<file path="src/rtl/uc_pkg.sv">
// Shared constants for the microcontroller slice.
// Holds the program-loader FSM state encodings, the default frame start byte
// and a small decode helper for the loader's byte-stream ready signal.
package uc_pkg;

  // Default frame start byte for the program loader
  localparam logic [7:0] HEADER_DEFAULT = 8'hA5;

  // Width of the frame length field; 4095 words is the largest frame
  localparam int unsigned LEN_W = 12;

  // Program-loader FSM state encodings
  localparam logic [2:0] ST_IDLE    = 3'd0;
  localparam logic [2:0] ST_LEN_HI  = 3'd1;
  localparam logic [2:0] ST_LEN_LO  = 3'd2;
  localparam logic [2:0] ST_DATA_HI = 3'd3;
  localparam logic [2:0] ST_DATA_LO = 3'd4;
  localparam logic [2:0] ST_CHECK   = 3'd5;
  localparam logic [2:0] ST_DONE    = 3'd6;
  localparam logic [2:0] ST_ERROR   = 3'd7;

  // The loader takes bytes in every state except DONE and ERROR
  function automatic logic state_rx_ready(input logic [2:0] st);
    return (st != ST_DONE) && (st != ST_ERROR);
  endfunction

endpackage

</file>
<file path="src/rtl/prog_loader.sv">
// Program loader: receives a framed byte stream and writes 16-bit instruction
// words into instruction memory, holding the core in bootstrap until a frame
// with a correct checksum has been loaded.
//
// Frame: HEADER, LEN[11:8] (low nibble), LEN[7:0], LEN x {HI, LO}, CHECKSUM
// where CHECKSUM is the mod-256 sum of the data bytes only.
//
// Ports:
//   clk, arst_n        system clock, asynchronous active-low reset
//   clk_valid          clock enable; state only moves on enabled edges
//   rx_valid/rx_data   incoming byte stream, accepted with rx_ready
//   rx_ready           loader can take a byte
//   imem_we/addr/wdata instruction-memory write port (one-cycle pulses)
//   bootstrapping      high while the core must stay in program load
//   boot_req           reload request, honoured only once loading is done
//   boot_err           one-cycle pulse on checksum failure
module prog_loader
  import uc_pkg::*;
#(
  parameter logic [7:0]  HEADER = HEADER_DEFAULT,
  parameter int unsigned ADDR_W = 12
) (
  input  logic              clk,
  input  logic              arst_n,
  input  logic              clk_valid,
  input  logic              rx_valid,
  input  logic [7:0]        rx_data,
  output logic              rx_ready,
  output logic              imem_we,
  output logic [ADDR_W-1:0] imem_addr,
  output logic [15:0]       imem_wdata,
  output logic              bootstrapping,
  input  logic              boot_req,
  output logic              boot_err
);

  logic [2:0]        state_q, state_d;
  logic [LEN_W-1:0]  count_q, count_d;
  logic [ADDR_W-1:0] addr_q, addr_d;
  logic [7:0]        csum_q, csum_d;
  logic [7:0]        hi_q, hi_d;
  logic              we_q, we_d;
  logic [ADDR_W-1:0] waddr_q, waddr_d;
  logic [15:0]       wdata_q, wdata_d;
  logic              boot_q, boot_d;

  logic             accept;
  logic [LEN_W-1:0] len_new;
  logic [LEN_W-1:0] addr_inc;

  assign rx_ready = state_rx_ready(state_q);
  assign accept   = rx_valid && rx_ready && clk_valid;
  assign len_new  = {count_q[LEN_W-1:8], rx_data};
  assign addr_inc = LEN_W'(addr_q) + LEN_W'(1);

  always_comb begin
    state_d = state_q;
    count_d = count_q;
    addr_d  = addr_q;
    csum_d  = csum_q;
    hi_d    = hi_q;
    we_d    = 1'b0;
    waddr_d = waddr_q;
    wdata_d = wdata_q;
    case (state_q)
      ST_IDLE: begin
        if (accept && (rx_data == HEADER)) begin
          state_d = ST_LEN_HI;
          csum_d  = '0;
          addr_d  = '0;
        end
      end
      ST_LEN_HI: begin
        if (accept) begin
          count_d[LEN_W-1:8] = rx_data[3:0];
          state_d            = ST_LEN_LO;
        end
      end
      ST_LEN_LO: begin
        if (accept) begin
          count_d = len_new;
          state_d = (len_new != '0) ? ST_DATA_HI : ST_CHECK;
        end
      end
      ST_DATA_HI: begin
        if (accept) begin
          hi_d    = rx_data;
          csum_d  = csum_q + rx_data;
          state_d = ST_DATA_LO;
        end
      end
      ST_DATA_LO: begin
        if (accept) begin
          we_d    = 1'b1;
          waddr_d = addr_q;
          wdata_d = {hi_q, rx_data};
          csum_d  = csum_q + rx_data;
          addr_d  = addr_q + ADDR_W'(1);
          // Length is capped at 4095, so the address stops before it can wrap
          state_d = (addr_inc == count_q) ? ST_CHECK : ST_DATA_HI;
        end
      end
      ST_CHECK: begin
        if (accept) begin
          state_d = (rx_data == csum_q) ? ST_DONE : ST_ERROR;
        end
      end
      ST_DONE: begin
        if (boot_req) begin
          state_d = ST_IDLE;
        end
      end
      ST_ERROR: begin
        state_d = ST_IDLE;
      end
      default: begin
        state_d = ST_IDLE;
      end
    endcase
    boot_d = (state_d != ST_DONE);
  end

  always_ff @(posedge clk or negedge arst_n) begin
    if (!arst_n) begin
      state_q <= ST_IDLE;
      count_q <= '0;
      addr_q  <= '0;
      csum_q  <= '0;
      hi_q    <= '0;
      we_q    <= 1'b0;
      waddr_q <= '0;
      wdata_q <= '0;
      boot_q  <= 1'b1;
    end else if (clk_valid) begin
      state_q <= state_d;
      count_q <= count_d;
      addr_q  <= addr_d;
      csum_q  <= csum_d;
      hi_q    <= hi_d;
      we_q    <= we_d;
      waddr_q <= waddr_d;
      wdata_q <= wdata_d;
      boot_q  <= boot_d;
    end
  end

  // Pulses are masked while the clock enable is low: a pending write or error
  // pulse then lands on the next enabled cycle instead of stretching.
  assign imem_we       = we_q && clk_valid;
  assign boot_err      = (state_q == ST_ERROR) && clk_valid;
  assign imem_addr     = waddr_q;
  assign imem_wdata    = wdata_q;
  assign bootstrapping = boot_q;

endmodule

</file>
<file path="config.mk">
export PLATFORM = sky130hd
export DESIGN_NAME = prog_loader
export DESIGN_NICKNAME = d
export VERILOG_FILES = /design/src/rtl/uc_pkg.sv /design/src/rtl/prog_loader.sv
export SDC_FILE = /design/constraint.sdc
export NUM_CORES = 1
export LEC_CHECK = 0
export ABC_AREA = 1
export CAP_MARGIN = 20
export CORE_AREA = 2 2 85 87
export DETAILED_ROUTE_END_ITERATION = 10
export DIE_AREA = 0 0 87 89
export PLACE_DENSITY = 0.82
export REMOVE_ABC_BUFFERS = 1
export SYNTH_ARGS = -nofsm -noshare
export SYNTH_HDL_FRONTEND = slang
export SYNTH_SLANG_ARGS = --single-unit
export TNS_END_PERCENT = 5
</file>
<file path="constraint.sdc">
create_clock -name clk -period 2.6 [get_ports clk]
set_input_delay 0.52 -clock clk [delete_from_list [all_inputs] [get_ports clk]]
set_output_delay 0.52 -clock clk [all_outputs]
set_load 0.02 [all_outputs]
</file>
Yosys cells after proc, flatten, opt, wreduce, memory -nomap -nowiden
Cells that the tools add are included.
Word-level totals
  memories kept: 0
  bits in writable memories: 0
  output and inout bits: 32
  bits of input ports: 13
  bits in registers: 73
  word-level logic and storage cells: 67
  latch bits: 0
  ROM bits: 0
Operators by class
  add/subtract/negate cells: 2
  shift operators: 0
  $mul: 0
  reductions and logical operators: 17
  muxes and demuxes: 21
  bitwise gates (word level): 1
  div/mod/pow operators: 0
  order comparisons: 0
  equality and inequality tests: 16
Operators by type and width (count)
  3-bit 2-to-1 mux: 9
  12-bit 2-to-1 mux: 2
  12-bit case mux with 2 select lines: 1
  3-bit case mux with 8 select lines: 1
  8-bit 2-to-1 mux: 2
  8-bit case mux with 2 select lines: 1
  12-bit by 1-bit adder with 12-bit output, second input constant: 1
  12-bit == test: 1
  3-bit == test, second input constant: 4
  4-bit AND reduction: 3
  12-bit nonzero test: 1
  3-bit inequality test, second input constant: 3
  3-bit AND reduction: 3
  8-bit adder: 1
  8-bit == test: 1
  8-bit == test, second input constant: 1
  4-bit case mux with 2 select lines: 1
  3-bit by 2-bit == test with 1-bit output, second input constant: 2
  1-bit logical AND: 6
  4-bit 2-to-1 mux: 1
  2-bit inequality test, second input constant: 2
  2-bit nonzero test: 2
  3-bit by 1-bit == test with 1-bit output, second input constant: 1
  3-bit zero test: 1
  4 further kinds: 6

Logic depth before layout (Yosys ltp)
Gate-level depths: netlist of run 1.
  depth after elaboration: 8
  depth in mapped cells: 18
  mapped depth without buffers: 18

Worst setup path after synthesis of run 1
OpenSTA, ideal clock, no wires.
  path type: input to register
  start: in rx_data[0]
  end: reg csum_q[6]
  data required time: 2478 ps
  slack: 566 ps
  arrival time: 1912 ps
  cell stages on the path: 8
  setup time: 122 ps
  buffers on the path: 0
  path through: ha_1 > fa_1 > a21oi_1 > o21ai_0 > a21o_1 > a21oi_1 > nand2_1 > a32o_1
On the way
  cells in the longest elaborated chain, start to end: 4
  elaborated cells on any way between the ends: 7
  classes of those cells: 1 x add/sub; 2 x eq/ne; 2 x mux; 2 x reduce/logical
RTL lines
  from (decl): line prog_loader.sv:27  | input logic [7:0] rx_data,
  parallel branches: the longest is 4 deep, another holds 8-bit adder
  to (signal assigned): line prog_loader.sv:138  | csum_q <= csum_d;
  to (decl): line prog_loader.sv:40  | logic [7:0] csum_q, csum_d;
Several ways; the timed one is not identified. The select of a mux whose other input is x is not followed.
A chain may end at the register's enable or synchronous reset.

Worst setup path in the final report of run 1
  start: in clk_valid
  end: out boot_err
On the way
  cells in the longest elaborated chain, start to end: 1
RTL lines
  from (decl): line prog_loader.sv:25  | input logic clk_valid,
  1-bit logical AND: line prog_loader.sv:150  | assign boot_err = (state_q == ST_ERROR) && clk_valid;
  to (decl): line prog_loader.sv:34  | output logic boot_err
Every way passes these cells.

==> flow_summary_export.csv, run 1 <==
group,metric,value,unit
outcome,status,"finished clean",
cells_and_area,area_growth,20.7,%
synth,synthMuxAreaShare,0,%
synth,syn-mean-instance-area,7.90,sq um
cells_and_area,drive_above_1_share,8.99,%
global_routing,grt_overflow,0,
clocking,path_clk_slew,0.08,ns
global_routing,grt_usage,23.8,%
sta,max_clock_freq,413,MHz
flow_run,maxCapViolCount,0,
drt,drtIter0Drc,248,
floorplan,die_y,89,um
synth,synth.distinct_cells,32,
clocking,cts-htree-levels,3,
sta,post-route-period-util,93.2,%
synth,yosys-top-cells-count,"137 x nand2_1, 72 x dfrtp_1, 56 x o21ai_0, 55 x inv_1, 39 x nand3_1",
global_routing,grt_max_degree,74,
cells_and_area,stdcell_area,4530,sq um
sta,tightest_slew,0.554,ns
synth,synthTopCellsByArea,"dfrtp_1 48%, nand2_1 14%, o21ai_0 7.5%, inv_1 5.5%, nand3_1 5.2%",
setup_path,rr_startpoint,"addr_q[0]",
global_routing,grt_pass1_vias,3148,
synth,synth_area,3750,sq um
drt,drt-pass1-iter-count,4,
sta,rsz0062_at_grt,"false",
hold_path,hp-class,"input port to async pin",
power,power.total,5.35,mW
cells_and_area,diodes,0,
sta,fin_crit,2.42,ns
drt,wl,8490,um
sta,setup-tns-final,0,ns
setup_path,arrival,1.90,ns
synth,ys_seq_area_share,48.7,%
setup_path,start_kind,"input port",
placement,dp_hpwl,6070,um
synth,synth_seq_cells,73,
sta,setup_viol,0,
sta,fin_hold_ws,0.173,ns
clocking,clock-sinks,73,
global_routing,grt_pass1_wl,14400,um
synth,synth_fa_ha_area_share,3.20,%
cells_and_area,final_core_util,67.4,%
placement,place.gp.congestion,0.864,
synth,async_flop_share,100,%
setup_path,required,2.08,ns
clocking,numCtsBuffers,9,
sta,finalHoldViolCount,0,
clocking,ctsHoldBuffers,0,
power,power_density,1180,nW/um^2
synth,synth_edf_count,0,
drt,via_per_inst,5.41,
synth,synth_ff_type,"dfrtp_1",
synth,yosys.area_share.simple,28.9,%
sta,drv_slew,0,
global_routing,antenna_found_initial,0,
setup_path,crit_path_start,"clk_valid",
floorplan,start_util,55.8,%
floorplan,io_pins,45,
clocking,post_cts_buffers,0,
setup_path,cp_max_fo,6,
clocking,ctsRootBufferMaster,"clkbuf_8",
drt,dr_total_vias,3320,
cells_and_area,nets,551,
floorplan,fp.dieW,87,um
synth,synth.most_common_cell,"nand2_1",
floorplan,dieArea,7740,sq um
synth,synth_xor_area_share,1.40,%
synth,synth_warnings,0,
clocking,cts_resized,0,
placement,post-place-ws,-0.0586,ns
placement,dpl-instance-area,4330,sq um
setup_path,cp-end-kind,"primary output",
clocking,clock_path_buffers,2,
setup_path,crit_type,"input port to primary output",
sta,final.setup_skew,0.00981,ns
sta,finalWorstSetupSlack,0.176,ns
synth,synth-compound-area-share,10.4,%
synth,synth_top_area_share,48.0,%
drt,drcViolationCount,0,
power,power.leakage,2.27,nW
synth,synth_top_family_by_area,"simple AND/OR/NAND/NOR gates",
cells_and_area,fin_cells,614,
floorplan,core_area,6720,sq um
clocking,cts_tree,"yes",
power,ir_drop,0.519,mV
synth,synth_top_cell_by_area,"dfrtp_1",
drt,wl_per_cell,13.8,um
clocking,insertion_delay,0.35,ns
placement,port_buffers,44,
placement,place_inst,598,
drt,ant_nets,0,
synth,synthCells,475,
floorplan,num_rows,30,
sta,max-slew-margin-rel,62.8,%
-- path summary, 6_finish.rpt --
kind	end	slack, ns	depth (start not counted)
max in group asynchronous	bootstrapping	2.06	2
hold / removal	addr_q[5]	0.17	2
min in group clk	imem_wdata[15]	0.48	2
hold reg to reg	imem_wdata[15]	0.48	2
setup / recovery	boot_err	0.18	4
setup reg to reg	bootstrapping	0.46	15
-- cells by family after synthesis --
group | after synthesis
AND/OR/NAND/NOR | 243
AO/OA/AOI/OAI | 73
XOR/XNOR | 6
adder cells (fa/ha/maj) | 9
buffers and inverters | 71
flip-flops | 73
-- per-layer routing --
metal | wire length [um] | global-route usage (%) | vias up
li1 | - | - | 1651
met1 | 3970 | 32.2 | 1562
met2 | 3980 | 38.5 | 90
met3 | 374 | 5.17 | 17
met4 | 167 | 7.95 | 0
met5 | 0 | 0 | -
-- state kept, by name, summed over array words and instances (netlist names) --
signal / cells
bootstrapping: 1
state_q: 3
hi_q: 8
imem_addr: 12
addr_q: 12
we_q: 1
csum_q: 8
imem_wdata: 16
count_q: 12
-- placed cells by master, fill, tap and decap left out, drive strengths merged, types with 3 or more instances in the layout --
cell / n
nor3: 6
nand2: 141
o21ai: 58
clkinv: 3
clkdlybuf4s50: 43
a21oi: 4
nor4: 4
nand3b: 3
ha: 8
dfrtp: 72
xor2: 4
nor2: 36
nand4: 8
inv: 61
nand3: 44
clkbuf: 9
o22ai: 5
buf: 12
-- final cells by class --
| type | instances | area [sq um] |
|---|---|---|
| multi-input combinational | 331 | 1650 |
| sequential | 73 | 1830 |
| tap | 80 | 100 |
| timing repair buffer | 55 | 531 |
| clock buffer | 9 | 124 |
| inverter | 59 | 221 |
| clock inverter | 7 | 77.6 |
| fill | 549 | 2190 |
-- critical path, cell delays in order --
cell,delay (ns)
clkdlybuf4s50_1,0.48
inv_1,0.09
nor3_1,0.18
clkdlybuf4s50_1,0.63
-- power by group --
part,total [mW],internal [mW],switching (mW)
Combinational,2.42,0.993,1.42
Clock,0.912,0.451,0.461
Sequential,2.02,1.64,0.382
No activity file was read; power rests on OpenSTA's default activity.
==> inputs of run 2 (changes only) <==
--- a/config.mk
+++ b/config.mk
@@ -10,6 +10,7 @@
 export CORE_AREA = 2 2 85 87
 export DETAILED_ROUTE_END_ITERATION = 10
 export DIE_AREA = 0 0 87 89
+export HOLD_SLACK_MARGIN = 0.15
 export PLACE_DENSITY = 0.82
 export REMOVE_ABC_BUFFERS = 1
 export SYNTH_ARGS = -nofsm -noshare
==> results of run 2 <==
Same layout as run 1: the final DEF is identical, and so are final timing and power.
==> inputs of run 3 (changes only) <==
--- a/config.mk
+++ b/config.mk
@@ -6,8 +6,9 @@
 export NUM_CORES = 1
 export LEC_CHECK = 0
 export ABC_AREA = 1
-export CAP_MARGIN = 20
+export CAP_MARGIN = 0
 export CORE_AREA = 2 2 85 87
+export CTS_CLUSTER_DIAMETER = 100
 export DETAILED_ROUTE_END_ITERATION = 10
 export DIE_AREA = 0 0 87 89
 export HOLD_SLACK_MARGIN = 0.15
==> results of run 3 <==
Same layout as run 1: the final DEF is identical, and so are final timing and power.
